`src/rtl/btn_db_pkg.sv`:
```
// Shared definitions for the button debouncer: FSM state encoding and
// default timing constants.
package btn_db_pkg;

  typedef enum logic [2:0] {
    ST_ZERO    = 3'd0,
    ST_WAIT1_1 = 3'd1,
    ST_WAIT1_2 = 3'd2,
    ST_WAIT1_3 = 3'd3,
    ST_ONE     = 3'd4,
    ST_WAIT0_1 = 3'd5,
    ST_WAIT0_2 = 3'd6,
    ST_WAIT0_3 = 3'd7
  } db_state_t;

  localparam int unsigned SAMPLE_W_DEF    = 19;
  localparam int unsigned REPEAT_DLY_DEF  = 32;
  localparam int unsigned REPEAT_RATE_DEF = 8;

endpackage

```
`src/rtl/sample_tick_gen.sv`:
```
// Free-running W-bit counter; m_tick is high for the one clk in which the
// count is all-ones. One instance can pace several debouncers.
module sample_tick_gen #(
  parameter int unsigned W = 19
) (
  input  logic clk,
  input  logic reset,
  output logic m_tick
);

  logic [W-1:0] cnt;

  // Free-running up counter, wraps to zero.
  always_ff @(posedge clk or negedge reset) begin
    if (!reset) cnt <= '0;
    else        cnt <= cnt + 1'b1;
  end

  assign m_tick = (cnt == '1);

endmodule

```
`src/rtl/btn_debounce_tick.sv`:
```
// Button conditioner: 2-flop synchroniser, sampled-tick debounce FSM,
// registered level and press-tick outputs.
// Optional auto-repeat of db_tick while held: BTN_DEBOUNCE_AUTOREPEAT_EN.
module btn_debounce_tick
  import btn_db_pkg::*;
#(
  parameter int unsigned SAMPLE_W    = SAMPLE_W_DEF,
  parameter int unsigned REPEAT_DLY  = REPEAT_DLY_DEF,
  parameter int unsigned REPEAT_RATE = REPEAT_RATE_DEF
) (
  input  logic clk,
  input  logic reset,
  input  logic sw,
  output logic db_level,
  output logic db_tick
);

  if (REPEAT_RATE < 1 || REPEAT_DLY < REPEAT_RATE) begin : g_bad_cfg
    $error("btn_debounce_tick: need 1 <= REPEAT_RATE <= REPEAT_DLY");
  end

  logic      sw_meta, sw_s;
  logic      m_tick;
  db_state_t state, state_next;
  logic      level_next, press, rpt_tick;

  sample_tick_gen #(.W(SAMPLE_W)) u_tick (
    .clk    (clk),
    .reset  (reset),
    .m_tick (m_tick)
  );

  // Two-flop synchroniser for the asynchronous switch input.
  always_ff @(posedge clk or negedge reset) begin
    if (!reset) begin
      sw_meta <= 1'b0;
      sw_s    <= 1'b0;
    end else begin
      sw_meta <= sw;
      sw_s    <= sw_meta;
    end
  end

  // FSM state register.
  always_ff @(posedge clk or negedge reset) begin
    if (!reset) state <= ST_ZERO;
    else        state <= state_next;
  end

  // Next-state logic; the synchronised input wins over m_tick.
  always_comb begin
    state_next = state;
    case (state)
      ST_ZERO:    if (sw_s) state_next = ST_WAIT1_1;
      ST_WAIT1_1: if (!sw_s) state_next = ST_ZERO; else if (m_tick) state_next = ST_WAIT1_2;
      ST_WAIT1_2: if (!sw_s) state_next = ST_ZERO; else if (m_tick) state_next = ST_WAIT1_3;
      ST_WAIT1_3: if (!sw_s) state_next = ST_ZERO; else if (m_tick) state_next = ST_ONE;
      ST_ONE:     if (!sw_s) state_next = ST_WAIT0_1;
      ST_WAIT0_1: if (sw_s) state_next = ST_ONE; else if (m_tick) state_next = ST_WAIT0_2;
      ST_WAIT0_2: if (sw_s) state_next = ST_ONE; else if (m_tick) state_next = ST_WAIT0_3;
      ST_WAIT0_3: if (sw_s) state_next = ST_ONE; else if (m_tick) state_next = ST_ZERO;
      default:    state_next = ST_ZERO;
    endcase
  end

  // Output decode from the next state so the outputs can be registered.
  always_comb begin
    level_next = (state_next == ST_ONE)     || (state_next == ST_WAIT0_1) ||
                 (state_next == ST_WAIT0_2) || (state_next == ST_WAIT0_3);
    press      = (state == ST_WAIT1_3) && (state_next == ST_ONE);
  end

`ifdef BTN_DEBOUNCE_AUTOREPEAT_EN
  localparam int unsigned RW = $clog2(REPEAT_DLY + 1);
  localparam logic [RW-1:0] RPT_LAST   = RW'(REPEAT_DLY - 1);
  localparam logic [RW-1:0] RPT_RELOAD = RW'(REPEAT_DLY - REPEAT_RATE);

  logic [RW-1:0] rpt_cnt;

  // Repeat strobe on the m_tick that brings the count to REPEAT_DLY.
  always_comb begin
    rpt_tick = (state == ST_ONE) && m_tick && (rpt_cnt == RPT_LAST);
  end

  // Hitting REPEAT_DLY reloads DLY-RATE, so later strobes recur every
  // REPEAT_RATE m_ticks without a wide or modulo comparator.
  always_ff @(posedge clk or negedge reset) begin
    if (!reset) begin
      rpt_cnt <= '0;
    end else if (state == ST_ZERO || state == ST_WAIT1_1 ||
                 state == ST_WAIT1_2 || state == ST_WAIT1_3) begin
      rpt_cnt <= '0;
    end else if (state == ST_ONE && m_tick) begin
      rpt_cnt <= rpt_tick ? RPT_RELOAD : rpt_cnt + 1'b1;
    end
  end
`else
  // No auto-repeat in this build.
  always_comb begin
    rpt_tick = 1'b0;
  end
`endif

  // Registered outputs.
  always_ff @(posedge clk or negedge reset) begin
    if (!reset) begin
      db_level <= 1'b0;
      db_tick  <= 1'b0;
    end else begin
      db_level <= level_next;
      db_tick  <= press | rpt_tick;
    end
  end

endmodule
```
`config.mk`:
```
export PLATFORM = sky130hd
export DESIGN_NAME = btn_debounce_tick
export DESIGN_NICKNAME = d
export VERILOG_FILES = /design/src/rtl/btn_db_pkg.sv /design/src/rtl/sample_tick_gen.sv /design/src/rtl/btn_debounce_tick.sv
export SDC_FILE = /design/constraint.sdc
export NUM_CORES = 1
export LEC_CHECK = 0
export ABC_AREA = 1
export BUFFER_PORTS_ARGS = -buffer_cell sky130_fd_sc_hd__buf_4
export CAP_MARGIN = 15
export CORE_MARGIN = 1.5
export CORE_UTILIZATION = 50
export DETAILED_ROUTE_END_ITERATION = 7
export GPL_ROUTABILITY_DRIVEN = 0
export PLACE_DENSITY = 0.67
export SETUP_SLACK_MARGIN = 0.5
export SYNTH_ARGS = -nofsm -noshare
export SYNTH_HDL_FRONTEND = slang
export SYNTH_SLANG_ARGS = --single-unit
```
`constraint.sdc`:
```
create_clock -name clk -period 2 [get_ports clk]
set_clock_uncertainty 0.15 [all_clocks]
set_input_delay 0.1 -clock clk [delete_from_list [all_inputs] [get_ports clk]]
set_output_delay 0.1 -clock clk [all_outputs]
set_load 0.05 [all_outputs]
```
# Word level (Yosys, flattened, before mapping)
# Index checks and enable logic that the tools add are counted.
# op_classes
add_sub_neg	1
multipliers	0
n_div	0
n_lt_le_gt_ge	0
eq_ne	12
shifts	0
mux	15
n_bitwise	0
reduce_logical	5
# ops
cell	count
3-bit 2-to-1 mux	14
3-bit equality test, second input constant	8
3-bit one-hot mux with 8 select lines	1
19-bit by 1-bit adder with 19-bit output, second input constant	1
19-bit equality test, second input constant	1
3-bit by 2-bit equality test with 1-bit output, second input constant	2
3-bit by 1-bit equality test with 1-bit output, second input constant	1
3-bit logical NOT	1
1-bit logical OR	3
1-bit logical AND	1
# word_totals
register_bits	26
latchBits	0
ramBits	0
romBits	0
inputBits	3
out_inout_bits	2
word_cells	39
memories	0

# Depth between registers and ports, before layout
# Gate-level depths: netlist of the first run.
# logic_depth
depth_word	8
depth_mapped	9
depth_no_buf	9

# Cells and area by module
# A second synthesis of the first run with hierarchy kept.
# hier_totals
cells_unflattened	152
area_unflattened_um2	1317.5
# modules_own_cells
module	n_inst	cells_each	area_per_inst_um2	seq_area_each_um2
sample_tick_gen	1	114	1013.5	475.5
btn_debounce_tick	1	38	304.0	175.2

# Worst setup path after synthesis of the first run
# Ideal clock, no wire load.
# synth_path
kind	register to register
startpoint	reg u_tick.cnt[0]
endpoint	reg state[0]
setup_time_ns	0.113
arrival_time_ns	1.229
t_required_ns	1.737
slack_ns	0.508
path_stages_with_launch	9
path_buffers	0
period_less_slack_ns	1.492
cell_sequence	dfrtp_1 > ha_1 > nand3_2 > nor2_4 > nand3_4 > nand2_1 > nand3_1 > nand2_1 > inv_1
# synth_via
elab_chain_cells	4
elab_cells_between_ends	14
cone_classes	eq/ne: 1; mux: 13
# synth_lines
item	line	text
start, declared	sample_tick_gen.sv:11	logic [W-1:0] cnt;
start signal, assigned	sample_tick_gen.sv:16	else cnt <= cnt + 1'b1;
19-bit equality test (*)	sample_tick_gen.sv:19	assign m_tick = (cnt == '1);
3-bit 2-to-1 mux, or another cell as far along (2 in a row)	btn_debounce_tick.sv:61	ST_WAIT0_3: if (sw_s) state_next = ST_ONE; else if (m_tick) state_next = ST_ZERO;
3-bit one-hot mux with 8 select lines (*)	btn_debounce_tick.sv:53	case (state)
via state_next[0]	btn_debounce_tick.sv:24	db_state_t state, state_next;
end signal, assigned	btn_debounce_tick.sv:47	else state <= state_next;
end, declared	btn_debounce_tick.sv:24	
# The timed path passes the listed nets; every way through them passes the cells marked *.

# Worst setup path after layout of the first run
# layout_path
startpoint	reg u_tick.cnt[0]
endpoint	reg db_tick
# layout_via
elab_chain_cells	6
elab_cells_between_ends	16
cone_classes	eq/ne: 2; mux: 13; reduce/logical: 1
# layout_lines
item	line	text
19-bit equality test (*)	sample_tick_gen.sv:19	
3-bit 2-to-1 mux, or another cell as far along (2 in a row)	btn_debounce_tick.sv:61	
3-bit one-hot mux with 8 select lines (*)	btn_debounce_tick.sv:53	
3-bit equality test (*)	btn_debounce_tick.sv:70	press = (state == ST_WAIT1_3) && (state_next == ST_ONE);
1-bit logical AND (*)	btn_debounce_tick.sv:70	
via press	btn_debounce_tick.sv:25	logic level_next, press, rpt_tick;
end signal, assigned	btn_debounce_tick.sv:111	db_tick <= press | rpt_tick;
end, declared	btn_debounce_tick.sv:15	output logic db_tick
# Marked as above.

==> results of run 1 <==
==> layout by cell type, fill, tap and decap left out <==
master          n
a21boi_2        1
nor3_2          2
nor4_2          1
nand3_2         2
o21ai_0         2
inv_1          13
nand2_2         7
nand3_4         4
a21oi_1         1
xor2_1         10
nand2_1        27
bufinv_16       1
a21oi_2         1
nor2_2          3
buf_6           2
dlygate4sd3_1   2
nand3_1         5
xnor2_2         1
xnor2_1         5
clkbuf_4        3
dfrtp_2         2
buf_4          11
nand3b_1        1
dfrtp_1        24
nor2_4          5
inv_2           1
nand4_1         1
o21ai_1         1
ha_4            1
nor2_1         12
==> registers in the layout, indices dropped and copies added (netlist names) <==
signal,cells
db_level,1
state,3
sw_s,1
db_tick,1
u_tick.cnt,19
sw_meta,1
==> cell families after synthesis <==
| group | share of synthesized area [%] |
|---|---|
| compound gates | 2.53 |
| xor+xnor | 11.5 |
| fa+ha+maj | 0.975 |
| buf+inv | 4.39 |
| flops | 50.7 |
| simple gates | 29.9 |
==> worst paths after layout <==
kind | startpoint | endpoint | cells past startpoint
setup / recovery | u_tick.cnt[0]$_DFF_PN0_ | db_tick$_DFF_PN0_ | 6
hold reg to reg | sw_meta$_DFF_PN0_ | sw_s$_DFF_PN0_ | 0
hold / removal | reset | u_tick.cnt[15]$_DFF_PN0_ | 2
setup reg to reg | u_tick.cnt[0]$_DFF_PN0_ | db_tick$_DFF_PN0_ | 6
max in group asynchronous | reset | u_tick.cnt[2]$_DFF_PN0_ | 2
min in group clk | sw_meta$_DFF_PN0_ | sw_s$_DFF_PN0_ | 0
==> timing repair <==
item	4_1_cts	5_1_grt
pin swaps	8	8
gates resized for setup	2	15
buffers inserted	5	4
hold endpoints to repair	27	0
hold buffers	2	0
setup endpoints to repair	10	12
cloned	0	0
==> layout make-up <==
type / count / area share [%]
inverters: 14 / 3.37
flip-flops and latches: 26 / 41.9
well taps: 30 / 2.41
repair buffers: 15 / 8.02
multi-input cells: 93 / 41.0
clock inverters: 1 / 1.92
clock buffers: 3 / 1.44
==> metrics by stage <==
step                utilization [%]  hold slack [ps]  setup slack (ps)  area, sq um  std cells
floorplan                         -             -346               508         1280        134
global placement               54.9             -127               403         1350        167
detailed placement             54.9             -124               327         1350        167
CTS                            59.8             52.2               485         1470        178
global route                   63.6             90.8               339         1560        182
finish                         63.6             44.2               440         1560        182
==> power breakdown <==
group / total [W] / internal [W] / switching [W] / leakage, nW
Combinational: 0.0000268 / 0.00000971 / 0.0000171 / 0.357
Clock: 0.000357 / 0.000202 / 0.000155 / 0.0279
Sequential: 0.000533 / 0.000529 / 0.00000369 / 0.339
Total: 0.000917 / 0.000741 / 0.000176 / 0.724
==> metal layers <==
metal	wire [um]	global-route usage, %	vias up
li1	-	-	453
met1	1040	24.2	443
met2	1220	29.7	11
met3	40	2.50	4
met4	31	5.13	0
met5	0	0	-
==> results.yml, run 1 <==
timing:
  rsz0062_at_grt: "true"
  max_freq_ghz: 0.641
  setup-violations-final: 0
  layout_min_cycle_time_ps: 1560
  final-max-slew-violation-count: 0
  slew_headroom_pct: 78.3
  period_share_pct: 78.0
  setup_tns_ps: 0
  hold_viol: 0
  tightest_slew_ps: 325
synthesis:
  syn_nets: 138
  netlist.area_leader.share_pct: 50.7
  synth_edf_count: 0
  synth.most_common_cell: "nand2_1"
  ys_top_cells_by_area: "dfrtp_1 51%, nand2_1 8.2%, xor2_1 6.8%"
  syn_area_per_cell_sq_um: 9.58
  synthDistinctLibCells: 24
  syn_inst: 134
  synth_area_leader_cell: "dfrtp_1"
  yosysSeqAreaShare_pct: 50.7
  async_flop_share_pct: 100
  ys.flop_type: "dfrtp_1"
  syn_area_sq_mm: 0.00128
  synth_common_cells: "28 x nand2_1, 26 x dfrtp_1, 13 x inv_1, 13 x nor2_1, 10 x xor2_1"
  ys_ff_latch: 26
  ys.warnings.count: 0
worst_setup_path:
  critPathArrivalTime_ps: 1630
  r2r_slack_ps: 440
  critPathBufInv: 1
  crit_family: "simple AND/OR/NAND/NOR gates"
  critPathMostFrequentCell: "nand3_4"
  start_kind: "flip-flop"
  crit_path_end_kind: "flip-flop"
  crit_required_ps: 2070
  path_cells: "ha_4 -> nand3_4 -> nor2_4 -> nand3_4 -> buf_4 -> nor4_2"
  cp_slowest_stage_delay_ps: 460
  cp_max_fo: 7
  path_class: "reg -> reg"
  crit_slowest_cell: "dfrtp_1"
drt:
  post-route-drc-count: 0
  drt-wirelength-per-cell_um: 12.8
  dr.pass1.iters: 6
  drt_iter0_drc: 13
  routed_via_density: 5.01
  routed_wl_um: 2330
  vias: 911
  drtAntennaViolNets: 0
floorplanning:
  die-area_sq_mm: 0.00288
  start_util_pct: 52.3
  die_h_um: 53.7
  die_w_um: 53.7
  num_rows: 18
  boundaryPins: 5
  core_sq_mm: 0.00245
layout:
  multi_input_area_sq_um: 639
  syn_to_final_growth_pct: 21.5
  seq_area_sq_um: 653
  drive_above_1_share_pct: 31.6
  diodes: 0
  fillers: 196
  layout.nets: 157
cts:
  htree_levels: 1
  cts_buffer_depth: 2
  cts_tree: "built"
  clk-insertion-delay-late_ps: 320
  clk_pin_slew_worst_paths_ps: 150
  cts_buffers: 3
  clock-sinks: 26
  ctsRootBufferMaster: "clkbuf_4"
global_routing:
  grt-ovfl-total: 0
  grt_pass1_wl_um: 3750
  antenna_found_initial: 0
  grt_pass1_vias: 851
  grt.total_usage_pct: 17.9
  grt_start_max_net_pins: 27
power:
  ir_worst_vdd_mv: 0.445
  total_power_w: 0.000917
  power_density_mw_per_mm2: 588
  power_leakage_nw: 0.724
placement:
  dp_hpwl_um: 1580
  io_buffers: 4
job:
  drv_cap: 0
outcome:
  status: "completed"
worst_hold_path:
  hold_path_class: "in -> async"
No activity file was read; power rests on OpenSTA's default activity.
==> inputs of run 2 (changes only) <==
--- a/config.mk
+++ b/config.mk
@@ -12,7 +12,7 @@
 export CORE_UTILIZATION = 50
 export DETAILED_ROUTE_END_ITERATION = 7
 export GPL_ROUTABILITY_DRIVEN = 0
-export PLACE_DENSITY = 0.67
+export PLACE_DENSITY = 0.69
 export SETUP_SLACK_MARGIN = 0.5
 export SYNTH_ARGS = -nofsm -noshare
 export SYNTH_HDL_FRONTEND = slang
==> constraint.sdc (replaced) <==
create_clock -name clk -period 1.4 [get_ports clk]
set_clock_uncertainty 0.15 [all_clocks]
set_input_delay 0.07 -clock clk [delete_from_list [all_inputs] [get_ports clk]]
set_output_delay 0.07 -clock clk [all_outputs]
set_load 0.05 [all_outputs]
==> results.yml, run 2 (synthesis gave the netlist of run 1 again) <==
outcome:
  status: "complete, but fails checks"
  violations: "negative setup slack"
layout:
  instances_no_fill: 193
  layout.nets: 168
  layout_commonest_cell: "nand2_1"
  final_util_pct: 67.7
  largest_reg_flops: 19
  drive_above_1_share_pct: 38.7
  diodes: 0
  fillers: 181
  multi_input_area_sq_um: 658
  seq_area_sq_um: 653
  regMostFlops: "u_tick.cnt"
  largest_registers: "u_tick.cnt: 19 flops, state: 3 flops"
  syn_to_final_growth_pct: 29.4
  final_cell_mix: "25 x nand2_1, 24 x dfrtp_1, 15 x buf_4, 12 x inv_1, 10 x xor2_1"
drt:
  drt-wirelength-per-cell_um: 12.6
  routed_via_density: 4.88
  drtAntennaViolNets: 0
  vias: 941
  dr.pass1.iters: 4
  drt_iter0_drc: 19
  post-route-drc-count: 0
  routed_wl_um: 2430
floorplanning:
  die-area_sq_mm: 0.00288
  die_w_um: 53.7
  start_util_pct: 52.3
  die_h_um: 53.7
  num_rows: 18
  boundaryPins: 5
  core_sq_mm: 0.00245
worst_setup_path:
  r2r-start: "u_tick.cnt[1]$_DFF_PN0_"
  critPathBufInv: 1
  crit_required_ps: 1540
  crit_family: "simple AND/OR/NAND/NOR gates"
  critPathArrivalTime_ps: 1680
  start_kind: "flip-flop"
  cp_slowest_stage_delay_ps: 460
  path_cells: "ha_4 -> nand2_2 -> nor2_2 -> nand2_2 -> nor2_4 -> nand3_1 -> nand3_1 -> nand2_1 -> inv_1"
  startpoint: "u_tick.cnt[1]$_DFF_PN0_"
  cp_max_fo: 3
  crit_path_end_kind: "flip-flop"
  crit_slowest_cell: "dfrtp_1"
  path_class: "reg -> reg"
cts:
  clk-insertion-delay-late_ps: 330
  ctsRootBufferMaster: "clkbuf_4"
  cts_buffers: 3
  clock-sinks: 26
  clk_pin_slew_worst_paths_ps: 140
  cts_buffer_depth: 2
  htree_levels: 1
  cts_tree: "built"
worst_hold_path:
  hold_path_class: "in -> async"
power:
  p_comb_share_pct: 3.2
  total_power_w: 0.00113
  seq_power_share_pct: 67.1
  ir_worst_vdd_mv: 0.661
  power_leakage_nw: 0.814
  power_switching_w: 0.000254
  clkPwrFrac_pct: 29.7
  p_int_w: 0.000881
  power_density_mw_per_mm2: 683
  swShare_pct: 22.4
timing:
  setup-violations-final: 15
  max_freq_ghz: 0.651
  whs_ps: 12.3
  hold_viol: 0
  layout_min_cycle_time_ps: 1540
  period_share_pct: 110
  slew_headroom_pct: 77.3
  final-max-slew-violation-count: 0
  tightest_slew_ps: 340
  setup_tns_ps: -850
  rsz0062_at_grt: "true"
  fin_ws_ps: -136
global_routing:
  antenna_found_initial: 0
  grt_pass1_vias: 930
  grt_pass1_wl_um: 3840
  grt.total_usage_pct: 18.6
  grt_start_max_net_pins: 27
  grt-ovfl-total: 0
placement:
  place_inst: 177
  dp_hpwl_um: 1630
  io_buffers: 4
job:
  drv_cap: 0
==> run 2: changes by cell type in the layout (fill, tap and decap cells not counted), sizes merged <==
| cell | delta |
|---|---|
| clkbuf | +1 |
| bufinv | -1 |
| buf | +11 |
==> run 2: cell type report <==
cell class	count	area share, %
inverters	14	3.16
flip-flops and latches	26	39.3
multi-input cells	93	39.6
well taps	30	2.26
repair buffers	26	14.1
clock buffers	4	1.58
==> run 2: worst register-to-register path, stage by stage (launching register included) <==
cell     delay [ps]
dfrtp_1         460
ha_4            190
nand2_2          60
nor2_2          120
nand2_2         100
nor2_4          120
nand3_1          90
nand3_1         110
nand2_1          50
inv_1            40
==> run 2: path summary, 6_finish.rpt <==
| path | end | slack [ps] | cells past startpoint |
|---|---|---|---|
| setup / recovery | state[0]$_DFF_PN0_ | -140 | 9 |
| hold / removal | u_tick.cnt[4]$_DFF_PN0_ | 10 | 2 |
| setup reg to reg | state[0]$_DFF_PN0_ | -140 | 9 |
| hold reg to reg | sw_s$_DFF_PN0_ | 220 | 0 |
| max in group asynchronous | u_tick.cnt[3]$_DFF_PN0_ | 820 | 2 |
| min in group clk | sw_s$_DFF_PN0_ | 220 | 0 |
==> run 2: through the flow <==
step                      cell area, sq um  setup slack [ps]
after global placement                1450             -9.48
final                                 1660              -136
after detailed placement              1450             -78.2
after global routing                  1660              -227
after CTS                             1580              -102
after floorplan                       1320              1.86
==> run 2: timing repair <==
action / 4_1_cts / 5_1_grt
buffers inserted: 5 / 5
pin swaps: 8 / 8
resized for setup: 12 / 13
setup endpoints to repair: 25 / 25
hold buffers: 2 / 0
hold endpoints to repair: 27 / 0
==> run 2: power by group through the flow <==
stage | clock network, W | logic [W] | registers [W]
2_1_floorplan | 0 | 0.0000117 | 0.000774
3_3_place_gp | 0 | 0.0000318 | 0.000775
4_1_cts | 0.000340 | 0.0000378 | 0.000761
6_report | 0.000337 | 0.0000369 | 0.000761
5_1_grt | 0.000372 | 0.0000421 | 0.000762
3_5_place_dp | 0 | 0.0000333 | 0.000775
==> run 2: routing by layer <==
layer | track usage [%] | up-vias | share of wire [%]
li1 | - | 472 | -
met1 | 23.7 | 448 | 45
met2 | 30.5 | 16 | 51
met3 | 5.83 | 5 | 3.1
met4 | 5.13 | 0 | 1.2
met5 | 0 | - | 0
